[src/rtl/component_pkg.sv]
// Shared types for the component top-N sweep stage: FSM states, container
// typedefs for sizes and node indices, the query tag layout, and the ranking
// comparison used by the insertion network.
package component_pkg;

   // Widest size/index any instance is expected to carry; per-instance ports are
   // narrower and are widened into these containers only for comparison.
   localparam int CONTAINER_BIT_WIDTH = 16;

   typedef logic [CONTAINER_BIT_WIDTH-1:0] size_t;
   typedef logic [CONTAINER_BIT_WIDTH-1:0] index_t;

   typedef enum logic [1:0] {
      IDLE,
      ISSUE,
      DRAIN,
      HOLD
   } state_t;

   // One entry of the in-flight query pipeline.
   typedef struct packed {
      logic   valid;
      index_t index;
   } tag_t;

   // True when a candidate must be placed ahead of an occupied slot. Equal
   // sizes never rank ahead, so earlier (lower-index) roots keep their place.
   function automatic logic ranks_before(input logic smallest, input size_t cand,
                                         input size_t held);
      return smallest ? (cand < held) : (cand > held);
   endfunction

endpackage

[src/rtl/topn_insert.sv]
// Combinational insertion of one candidate root into a sorted top-N list.
// Finds the first slot that is empty or ranks behind the candidate, writes the
// candidate there and shifts the tail down by one, dropping the last entry.
module topn_insert
   import component_pkg::*;
#(
   parameter int TOP_N           = 3,
   parameter int SIZE_BIT_WIDTH  = 11,
   parameter int INDEX_BIT_WIDTH = 11,
   parameter int COUNT_BIT_WIDTH = 2
) (
   input  logic [SIZE_BIT_WIDTH-1:0]  sizes      [0:TOP_N-1],
   input  logic [INDEX_BIT_WIDTH-1:0] roots      [0:TOP_N-1],
   input  logic [COUNT_BIT_WIDTH-1:0] count,
   input  logic [SIZE_BIT_WIDTH-1:0]  cand_size,
   input  logic [INDEX_BIT_WIDTH-1:0] cand_root,
   input  logic                       mode_smallest,
   output logic [SIZE_BIT_WIDTH-1:0]  next_sizes [0:TOP_N-1],
   output logic [INDEX_BIT_WIDTH-1:0] next_roots [0:TOP_N-1],
   output logic [COUNT_BIT_WIDTH-1:0] next_count
);

   int   pos;
   logic found;

   // Locate the insertion slot: first empty slot or first slot the candidate beats.
   always_comb begin
      // NOTE: every always_comb output gets a default before any branch, otherwise
      // paths that skip an assignment infer a latch.
      pos   = TOP_N;
      found = 1'b0;
      for (int d = 0; d < TOP_N; d++) begin
         if (!found && ((d >= int'(count)) ||
                        ranks_before(mode_smallest, size_t'(cand_size), size_t'(sizes[d])))) begin
            pos   = d;
            found = 1'b1;
         end
      end
   end

   // Build the shifted list and the new fill count.
   always_comb begin
      next_sizes[0] = (found && pos == 0) ? cand_size : sizes[0];
      next_roots[0] = (found && pos == 0) ? cand_root : roots[0];
      for (int d = 1; d < TOP_N; d++) begin
         if (found && d == pos) begin
            next_sizes[d] = cand_size;
            next_roots[d] = cand_root;
         end else if (found && d > pos) begin
            next_sizes[d] = sizes[d-1];
            next_roots[d] = roots[d-1];
         end else begin
            next_sizes[d] = sizes[d];
            next_roots[d] = roots[d];
         end
      end
      next_count = count;
      if (found && (count != COUNT_BIT_WIDTH'(TOP_N))) begin
         next_count = count + COUNT_BIT_WIDTH'(1);
      end
   end

endmodule

[src/rtl/component_topn_sweep.sv]
// Post-union-find sweep: queries every node index through a fixed-latency
// lookup port, ranks component roots by size into a top-N list (largest- or
// smallest-first), and holds the result on a valid/ready output together with
// the root count, the product of ranked sizes and a sticky protocol-error flag.
module component_topn_sweep
   import component_pkg::*;
#(
   parameter int  MAX_NODE_COUNT    = 2000,
   parameter int  TOP_N             = 3,
   parameter int  QUERY_LATENCY     = 1,
   localparam int INDEX_BIT_WIDTH   = $clog2(MAX_NODE_COUNT),
   localparam int SIZE_BIT_WIDTH    = $clog2(MAX_NODE_COUNT + 1),
   localparam int COUNT_BIT_WIDTH   = $clog2(TOP_N + 1),
   localparam int PRODUCT_BIT_WIDTH = SIZE_BIT_WIDTH * TOP_N
) (
   input  logic                         clk,
   input  logic                         rst_n,
   input  logic                         start,
   input  logic [SIZE_BIT_WIDTH-1:0]    node_count,
   input  logic                         mode_smallest,
   output logic                         busy,
   output logic                         query_valid,
   input  logic                         query_ready,
   output logic [INDEX_BIT_WIDTH-1:0]   query_index,
   input  logic                         resp_valid,
   input  logic                         resp_is_root,
   input  logic [SIZE_BIT_WIDTH-1:0]    resp_size,
   output logic                         out_valid,
   input  logic                         out_ready,
   output logic [SIZE_BIT_WIDTH-1:0]    top_sizes [0:TOP_N-1],
   output logic [INDEX_BIT_WIDTH-1:0]   top_roots [0:TOP_N-1],
   output logic [COUNT_BIT_WIDTH-1:0]   top_count,
   output logic [SIZE_BIT_WIDTH-1:0]    root_count,
   output logic [PRODUCT_BIT_WIDTH-1:0] top_product,
   output logic                         resp_error
);

   // Exact-width tag for this instance's index range.
   typedef struct packed {
      logic                       valid;
      logic [INDEX_BIT_WIDTH-1:0] index;
   } sweep_tag_t;

   state_t                     state;
   logic [SIZE_BIT_WIDTH-1:0]  count_q;
   logic                       mode_q;
   logic                       armed;
   logic [INDEX_BIT_WIDTH-1:0] sweep_idx;
   sweep_tag_t                 tag_pipe [0:QUERY_LATENCY-1];
   sweep_tag_t                 in_tag;
   sweep_tag_t                 tail;

   logic [SIZE_BIT_WIDTH-1:0]  clamped_count;
   logic                       start_accept;
   logic                       issue_fire;
   logic                       last_issue;
   logic                       upstream_busy;
   logic                       rank_en;
   logic                       proto_err;

   logic [SIZE_BIT_WIDTH-1:0]  next_sizes [0:TOP_N-1];
   logic [INDEX_BIT_WIDTH-1:0] next_roots [0:TOP_N-1];
   logic [COUNT_BIT_WIDTH-1:0] next_count;

   assign clamped_count = (node_count > SIZE_BIT_WIDTH'(MAX_NODE_COUNT))
                          ? SIZE_BIT_WIDTH'(MAX_NODE_COUNT) : node_count;
   assign start_accept  = (state == IDLE) && start;
   assign issue_fire    = (state == ISSUE) && query_ready;
   assign last_issue    = (SIZE_BIT_WIDTH'(sweep_idx) == (count_q - SIZE_BIT_WIDTH'(1)));

   assign in_tag.valid  = issue_fire;
   assign in_tag.index  = issue_fire ? sweep_idx : '0;
   assign tail          = tag_pipe[QUERY_LATENCY-1];

   // A response belongs to the tail tag; anything else is a protocol error. Only
   // a matched, root, nonzero-size response is ranked.
   assign rank_en       = tail.valid && resp_valid && resp_is_root && (resp_size != '0);
   assign proto_err     = armed && (resp_valid != tail.valid);

   assign busy          = (state != IDLE);
   assign query_valid   = (state == ISSUE);
   assign out_valid     = (state == HOLD);
   assign query_index   = sweep_idx;

   // Any tag still short of the tail means responses remain after this cycle.
   always_comb begin
      upstream_busy = 1'b0;
      for (int i = 0; i < QUERY_LATENCY - 1; i++) begin
         upstream_busy = upstream_busy | tag_pipe[i].valid;
      end
   end

   // Sweep FSM: start latch, index issue, pipeline drain and result hold.
   always_ff @(posedge clk) begin
      // NOTE: state registers use non-blocking assignments so every flop samples
      // pre-edge values regardless of statement or block ordering.
      if (!rst_n) begin
         state     <= IDLE;
         count_q   <= '0;
         mode_q    <= 1'b0;
         armed     <= 1'b0;
         sweep_idx <= '0;
      end else begin
         case (state)
            IDLE: begin
               if (start) begin
                  count_q   <= clamped_count;
                  mode_q    <= mode_smallest;
                  armed     <= 1'b1;
                  sweep_idx <= '0;
                  state     <= (clamped_count == '0) ? HOLD : ISSUE;
               end
            end
            ISSUE: begin
               if (query_ready) begin
                  if (last_issue) begin
                     state <= DRAIN;
                  end else begin
                     sweep_idx <= sweep_idx + INDEX_BIT_WIDTH'(1);
                  end
               end
            end
            DRAIN: begin
               if (!upstream_busy) begin
                  state <= HOLD;
               end
            end
            HOLD: begin
               if (out_ready) begin
                  state <= IDLE;
               end
            end
            default: state <= IDLE;
         endcase
      end
   end

   // Tag pipeline: one {valid, index} entry per accepted query, QUERY_LATENCY deep.
   always_ff @(posedge clk) begin
      if (!rst_n) begin
         for (int i = 0; i < QUERY_LATENCY; i++) begin
            tag_pipe[i] <= '0;
         end
      end else begin
         tag_pipe[0] <= in_tag;
         for (int i = 1; i < QUERY_LATENCY; i++) begin
            tag_pipe[i] <= tag_pipe[i-1];
         end
      end
   end

   topn_insert #(
      .TOP_N           (TOP_N),
      .SIZE_BIT_WIDTH  (SIZE_BIT_WIDTH),
      .INDEX_BIT_WIDTH (INDEX_BIT_WIDTH),
      .COUNT_BIT_WIDTH (COUNT_BIT_WIDTH)
   ) u_insert (
      .sizes         (top_sizes),
      .roots         (top_roots),
      .count         (top_count),
      .cand_size     (resp_size),
      .cand_root     (tail.index),
      .mode_smallest (mode_q),
      .next_sizes    (next_sizes),
      .next_roots    (next_roots),
      .next_count    (next_count)
   );

   // Result registers: cleared on start, updated per ranked response, error is sticky.
   always_ff @(posedge clk) begin
      // NOTE: the slot array is a handful of flops, not a RAM, so it is reset;
      // empty slots must read as zero from the first cycle.
      if (!rst_n) begin
         for (int d = 0; d < TOP_N; d++) begin
            top_sizes[d] <= '0;
            top_roots[d] <= '0;
         end
         top_count  <= '0;
         root_count <= '0;
         resp_error <= 1'b0;
      end else if (start_accept) begin
         for (int d = 0; d < TOP_N; d++) begin
            top_sizes[d] <= '0;
            top_roots[d] <= '0;
         end
         top_count  <= '0;
         root_count <= '0;
         resp_error <= 1'b0;
      end else begin
         if (rank_en) begin
            top_sizes  <= next_sizes;
            top_roots  <= next_roots;
            top_count  <= next_count;
            root_count <= root_count + SIZE_BIT_WIDTH'(1);
         end
         if (proto_err) begin
            resp_error <= 1'b1;
         end
      end
   end

   // Product over filled slots only; zero when nothing is ranked.
   always_comb begin
      top_product = '0;
      if (top_count != '0) begin
         top_product = PRODUCT_BIT_WIDTH'(1);
         for (int d = 0; d < TOP_N; d++) begin
            if (d < int'(top_count)) begin
               top_product = top_product * PRODUCT_BIT_WIDTH'(top_sizes[d]);
            end
         end
      end
   end

endmodule

[config.mk]
export PLATFORM = sky130hd
export DESIGN_NAME = component_topn_sweep
export DESIGN_NICKNAME = d
export VERILOG_FILES = /design/src/rtl/component_pkg.sv /design/src/rtl/topn_insert.sv /design/src/rtl/component_topn_sweep.sv
export SDC_FILE = /design/constraint.sdc
export NUM_CORES = 1
export LEC_CHECK = 0
export BUFFER_PORTS_ARGS = -buffer_cell sky130_fd_sc_hd__buf_2
export CORE_UTILIZATION = 31
export CTS_BUF_LIST = sky130_fd_sc_hd__clkbuf_8
export CTS_CLUSTER_SIZE = 10
export DETAILED_ROUTE_END_ITERATION = 8
export PLACE_DENSITY_LB_ADDON = 0.12
export SLEW_MARGIN = 0
export SYNTH_ARGS = -nofsm -noshare
export SYNTH_HDL_FRONTEND = slang
export SYNTH_SLANG_ARGS = --single-unit
[constraint.sdc]
create_clock -name clk -period 34.9 [get_ports clk]
set_input_delay 3.49 -clock clk [delete_from_list [all_inputs] [get_ports clk]]
set_output_delay 3.49 -clock clk [all_outputs]
set_load 0.03 [all_outputs]
## Word level (Yosys, flattened, before mapping)

Memory sizes are Yosys's and may differ from the RTL's.
Index checks and enable logic that the tools add are counted.
W data, S select, Z words.

- Register bits: 106
- Bits in writable memories: 12
- Input bits: 30
- Memories kept: 1

Memory list:

| name | words | bits a word | rd ports | clocked after memory_dff | wr ports | line | RTL |
|---|---|---|---|---|---|---|---|
| tag_pipe | 1 | 12 | 1 | 0 | 1 | component_topn_sweep.sv:49 | `sweep_tag_t tag_pipe [0:QUERY_LATENCY-1];` |

- Add/subtract/negate cells: 4
- Multipliers: 2
- Order comparisons: 15
- Eq/ne operators: 13
- Mux-type cells: 39
- Bitwise gates (word level): 1
- Reductions and logical operators: 37

Operators with widths:

| operator | number |
|---|---|
| $mux W33 | 5 |
| $mux W11 | 14 |
| $mul A33 B11 Y33 | 2 |
| $mux W32 | 2 |
| $gt A11 B11 Y1 | 3 |
| $lt A11 B11 Y1 | 3 |
| $eq A2 B32 Y1 const A | 1 |
| $eq A3 B32 Y1 const A | 1 |
| $gt A2 B32 Y1 const A | 1 |
| $gt A3 B32 Y1 const A | 1 |
| $logic_not A32 Y1 | 1 |
| $add A11 B1 Y11 const B | 2 |
| $pmux W11 S2 | 1 |
| $logic_and A1 B1 Y1 | 14 |
| $mux W12 | 1 |
| $mux W2 | 6 |
| $reduce_or A12 Y1 | 1 |
| $eq A11 B11 Y1 | 1 |
| $gt A11 B11 Y1 const B | 1 |
| $logic_not A11 Y1 | 1 |
| $reduce_bool A11 Y1 | 1 |
| $sub A11 B1 Y11 const B | 1 |
| $reduce_and A2 Y1 | 5 |
| $reduce_bool A2 Y1 | 5 |
| 18 further kinds | 37 |

## Logic depth before layout (Yosys ltp)

- Depth in word-level cells: 14
- Gate-level depth with buffers: 49
- Mapped depth without buffers: 44

## Cells and area by module

A second synthesis with hierarchy kept.

- Cells, all modules: 2521
- Area total of the unflattened synthesis: 20573.5 um^2

Modules (own cells, without submodules):

| module | times used | cells each | area each (um^2) | seq. area each (um^2) |
|---|---|---|---|---|
| component_topn_sweep | 1 | 2142 | 17752.0 | 2362.3 |
| topn_insert | 1 | 379 | 2821.5 | 0.0 |

## Worst setup path before layout

No wires, ideal clock.

- Path kind: register to output
- Start point: reg top_count[1]
- End point: out top_product[26]
- Data arrival time: 12.170 ns
- Data required time: 31.410 ns
- Slack: 19.240 ns
- Stages on the path, launching flop included: 43
- Buffers on the path: 4
- Cell sequence: dfxtp_1 -> clkbuf_1 -> inv_1 -> ha_1 -> clkbuf_1 -> clkbuf_1 -> clkbuf_1 -> nor2_1 -> nand2_1 -> fa_1 -> inv_1 -> ha_1 -> inv_1 -> fa_1 -> inv_1 -> fa_1 -> inv_1 -> fa_1 -> (+7 left out) -> a211oi_2 -> o21ai_1 -> xor2_1 -> nand3_1 -> fa_1 -> inv_1 -> fa_1 -> fa_1 -> fa_1 -> inv_1 -> fa_1 -> inv_1 -> ha_1 -> a21oi_1 -> o21ai_0 -> a221oi_1 -> nor2b_1 -> a2111oi_0

- Longest elaborated chain between the ends: 9
- Elaborated cells between the ends (all ways): 12
- Classes of those cells: mul: 2; order compare: 3; mux: 6; reduce/logical: 1

RTL lines:

| item | line | RTL |
|---|---|---|
| from (decl) | component_topn_sweep.sv:32 | `output logic [COUNT_BIT_WIDTH-1:0] top_count,` |
| from (signal assigned) | component_topn_sweep.sv:193 | `top_count <= next_count;` |
| $lt A1 B2 Y1 | component_topn_sweep.sv:208 | `if (d < int'(top_count)) begin` |
| $mux W11 | component_topn_sweep.sv:208 |  |
| $mux W33 | component_topn_sweep.sv:205 | `if (top_count != '0) begin` |
| $mul A33 B11 Y33 | component_topn_sweep.sv:209 | `top_product = top_product * PRODUCT_BIT_WIDTH'(top_sizes[d]);` |
| $mux W33 | component_topn_sweep.sv:208 |  |
| $mux W33 | component_topn_sweep.sv:205 |  |
| $mul A33 B11 Y33 | component_topn_sweep.sv:209 |  |
| $mux W33 | component_topn_sweep.sv:208 |  |
| $mux W33 (*) | component_topn_sweep.sv:205 |  |
| to (decl) | component_topn_sweep.sv:34 | `output logic [PRODUCT_BIT_WIDTH-1:0] top_product,` |

Every way passes the cells marked *; elsewhere a longest branch is shown, timed or not. The select of a mux whose other input is x is not followed.

## Worst setup path in the final report

- Start point: reg top_count[1]
- End point: out top_product[32]

Same word-level chain as after synthesis.

==> results.toml <==
[timing]
period_minus_slack_ns = 16.83
relSlewSlack = 0.251
clock.fmax_mhz = 59.4
hold_violations = 0
post-route-period-util = 0.482
finalSetupTns_ns = 0
rsz0062_at_grt = "false"
slew_violations = 0
setup_ws_ns = 18.07
setup_viol = 0
fin_skew_ns = 0.0148
tightest_slew_ns = 1.12

[clock_tree]
root_buffer = "clkbuf_8"
cts_inserted_buffers = 17
clk_path_buf_depth = 2
clkTransAtPathRegs_ns = 0.07
hold_buffers = 0
clk_latency_ns = 0.43
cts_tree = "yes"
cts_setup_buffers = 0
ctsResizeCount = 0
clock-sinks = 118
ctsHtreeMaxLevel = 4

[synthesis]
syn_nets = 2678
synthCells = 2195
yosys-top-cells-count = "337 x inv_1, 277 x fa_1, 239 x nand2_1"
ys.flop_type = "dfxtp_1"
synth_area_leader_cell = "fa_1"
synth_top_area_frac = 0.297
muxShareOfSynthArea = 0.0335
ys_seq_area_frac = 0.126
synth_edf_count = 0
syn-cell-area_um2 = 18700
synthArstFlopShare = 0
syn_avg_cell_area_um2 = 8.52
synth_cell_type_count = 77
synth-seq-cells = 118
synth_top_family_by_area = "adder cells"
synthXorXnorAreaFrac = 0.0359
synth.most_common_cell = "inv_1"
synthAdderAreaFrac = 0.414
synthSimpleGateAreaFrac = 0.183
synth_compound_area_frac = 0.114
ys_top_cells_by_area = "fa_1 30%, dfxtp_1 13%, ha_1 12%, inv_1 6.8%, nand2_1 4.8%"
yosysWarnings = 0

[worst_setup_path]
crit_fanout = 91
crit_slowest_cell = "buf_4"
max_stage_delay_ns = 0.77
crit_top_cell = "fa_1"
critPathKind = "reg -> out"
cp-start-kind = "register"
arrival_ns = 13.34
crit_required_ns = 31.41
end_kind = "primary output"

[floorplanning]
die_w_um = 248
rows = 89
start_util = 0.315
ios = 157
die_y_um = 248
die-area_um2 = 61300
core_area_um2 = 59400

[placement]
post-place-ws_ns = 18.55
portBuffers = 156
dp_hpwl_um = 46400
gp_congestion = 0.866

[drt]
vias = 15600
via_per_inst = 5.06
ant_nets = 0
wl_per_cell_um = 19.3
wl_um = 59400
drt_iter0_drc = 755
drc = 3
firstDrtPassIters = 7

[pwr]
p_sw_mw = 0.134
comb_power_share = 0.259
clock_power_share = 0.344
power_density_nw_per_um2 = 18.4
seq_power_share = 0.397
power_leakage_nw = 10.2
p_total_mw = 0.381
peakVddDrop_mv = 0.0277
power_report.internal_total_mw = 0.247
swShare = 0.351

[run_status]
violations = "design-rule violations"
outcome = "complete, but fails checks"

[grt]
grt_usage = 0.201
grt_pass1_vias = 16700
grt_antenna_before_repair = 2
grt_pass1_wl_um = 95100
gr-total-overflow = 0
grt_max_degree = 105

[finish]
layout.nets = 2779
area_delta_synth_final_pct = 10.6
diodes = 0
drive_above_1_share = 0.114
final_util = 0.348

[job]
maxCapViolations = 0

[hold_path]
min_path_type = "reg -> reg"
==> routing by layer <==
metal,vias to the layer above,global-route usage,part of all wire
met5,-,0,0.00017
li1,7344,-,-
met2,333,0.350,0.49
met4,2,0.0357,0.014
met1,7866,0.259,0.44
met3,57,0.0364,0.054
==> state kept, by name, summed over array words and instances, names as in the netlist <==
signal	flops
top_roots	33
top_sizes	33
tag_pipe	12
count_q	11
query_index	11
root_count	11
state	2
top_count	2
armed	1
mode_q	1
resp_error	1
==> cell families (layout without fill, tap and decap cells) <==
group / count (synthesis) / after routing
mux: 62 / 62
xor+xnor: 74 / 74
simple gates: 725 / 725
flops: 118 / 118
buf+inv: 456 / 569
compound gates: 307 / 307
fa+ha+maj: 453 / 453
==> layout by cell type, fill, tap and decap left out, types with 12 or more instances in the layout <==
cell type	instances
ha_1	175
nand4_1	16
inv_1	339
buf_4	29
a2111oi_0	12
a21o_1	23
clkbuf_8	18
fa_1	277
nand2_1	238
xor2_1	26
dfxtp_1	117
xnor2_1	45
nor3_1	84
nor2_1	174
nand3_1	30
and3_1	59
buf_2	156
and2_1	76
o21a_1	12
o21ai_0	53
clkinv_1	14
a21oi_1	79
mux2i_1	57
a211oi_1	13
==> final timing paths <==
kind                      start               to  slack, ns  depth (start not counted)
hold reg to reg           armed            armed       0.47                          1
setup reg to reg  top_sizes[19]    top_roots[10]      30.56                         11
hold / removal            armed            armed       0.47                          1
setup / recovery   top_count[1]  top_product[32]      18.07                         43
==> power by group through the flow <==
| stage | combinational, mW | sequential, mW | clock, mW |
|---|---|---|---|
| floorplan | 0.0683 | 0.154 | 0 |
| global placement | 0.0973 | 0.154 | 0 |
| detailed placement | 0.0983 | 0.154 | 0 |
| CTS | 0.0989 | 0.151 | 0.135 |
| global route | 0.109 | 0.152 | 0.142 |
| finish | 0.0987 | 0.151 | 0.131 |
==> critical path, delay by kind of cell, from the launching register on <==
kind                     cells  cell delay [ns]
AO/OA/AOI/OAI               13             3.23
XOR/XNOR                     3             0.74
adder cells (fa/ha/maj)     13             5.88
buffers and inverters        9             1.53
flip-flops                   1             0.32
AND/OR/NAND/NOR              5             1.14
==> through the flow <==
step	instance area, µm²	hold WS [ns]	cells
after floorplan	18700	0.441	2195
after global placement	20300	0.455	3050
after detailed placement	20300	0.458	3050
after CTS	20700	0.475	3081
after global routing	20700	0.500	3081
final	20700	0.469	3081
==> layout make-up <==
cell class,count,area (µm²)
sequential,118,2360
clock buffer,18,248
timing repair buffer,185,998
tap,773,967
inverter,353,1330
fill,6282,38700
multi-input combinational,1621,14600
clock inverter,13,158
Power figures use the tool's default switching activity.
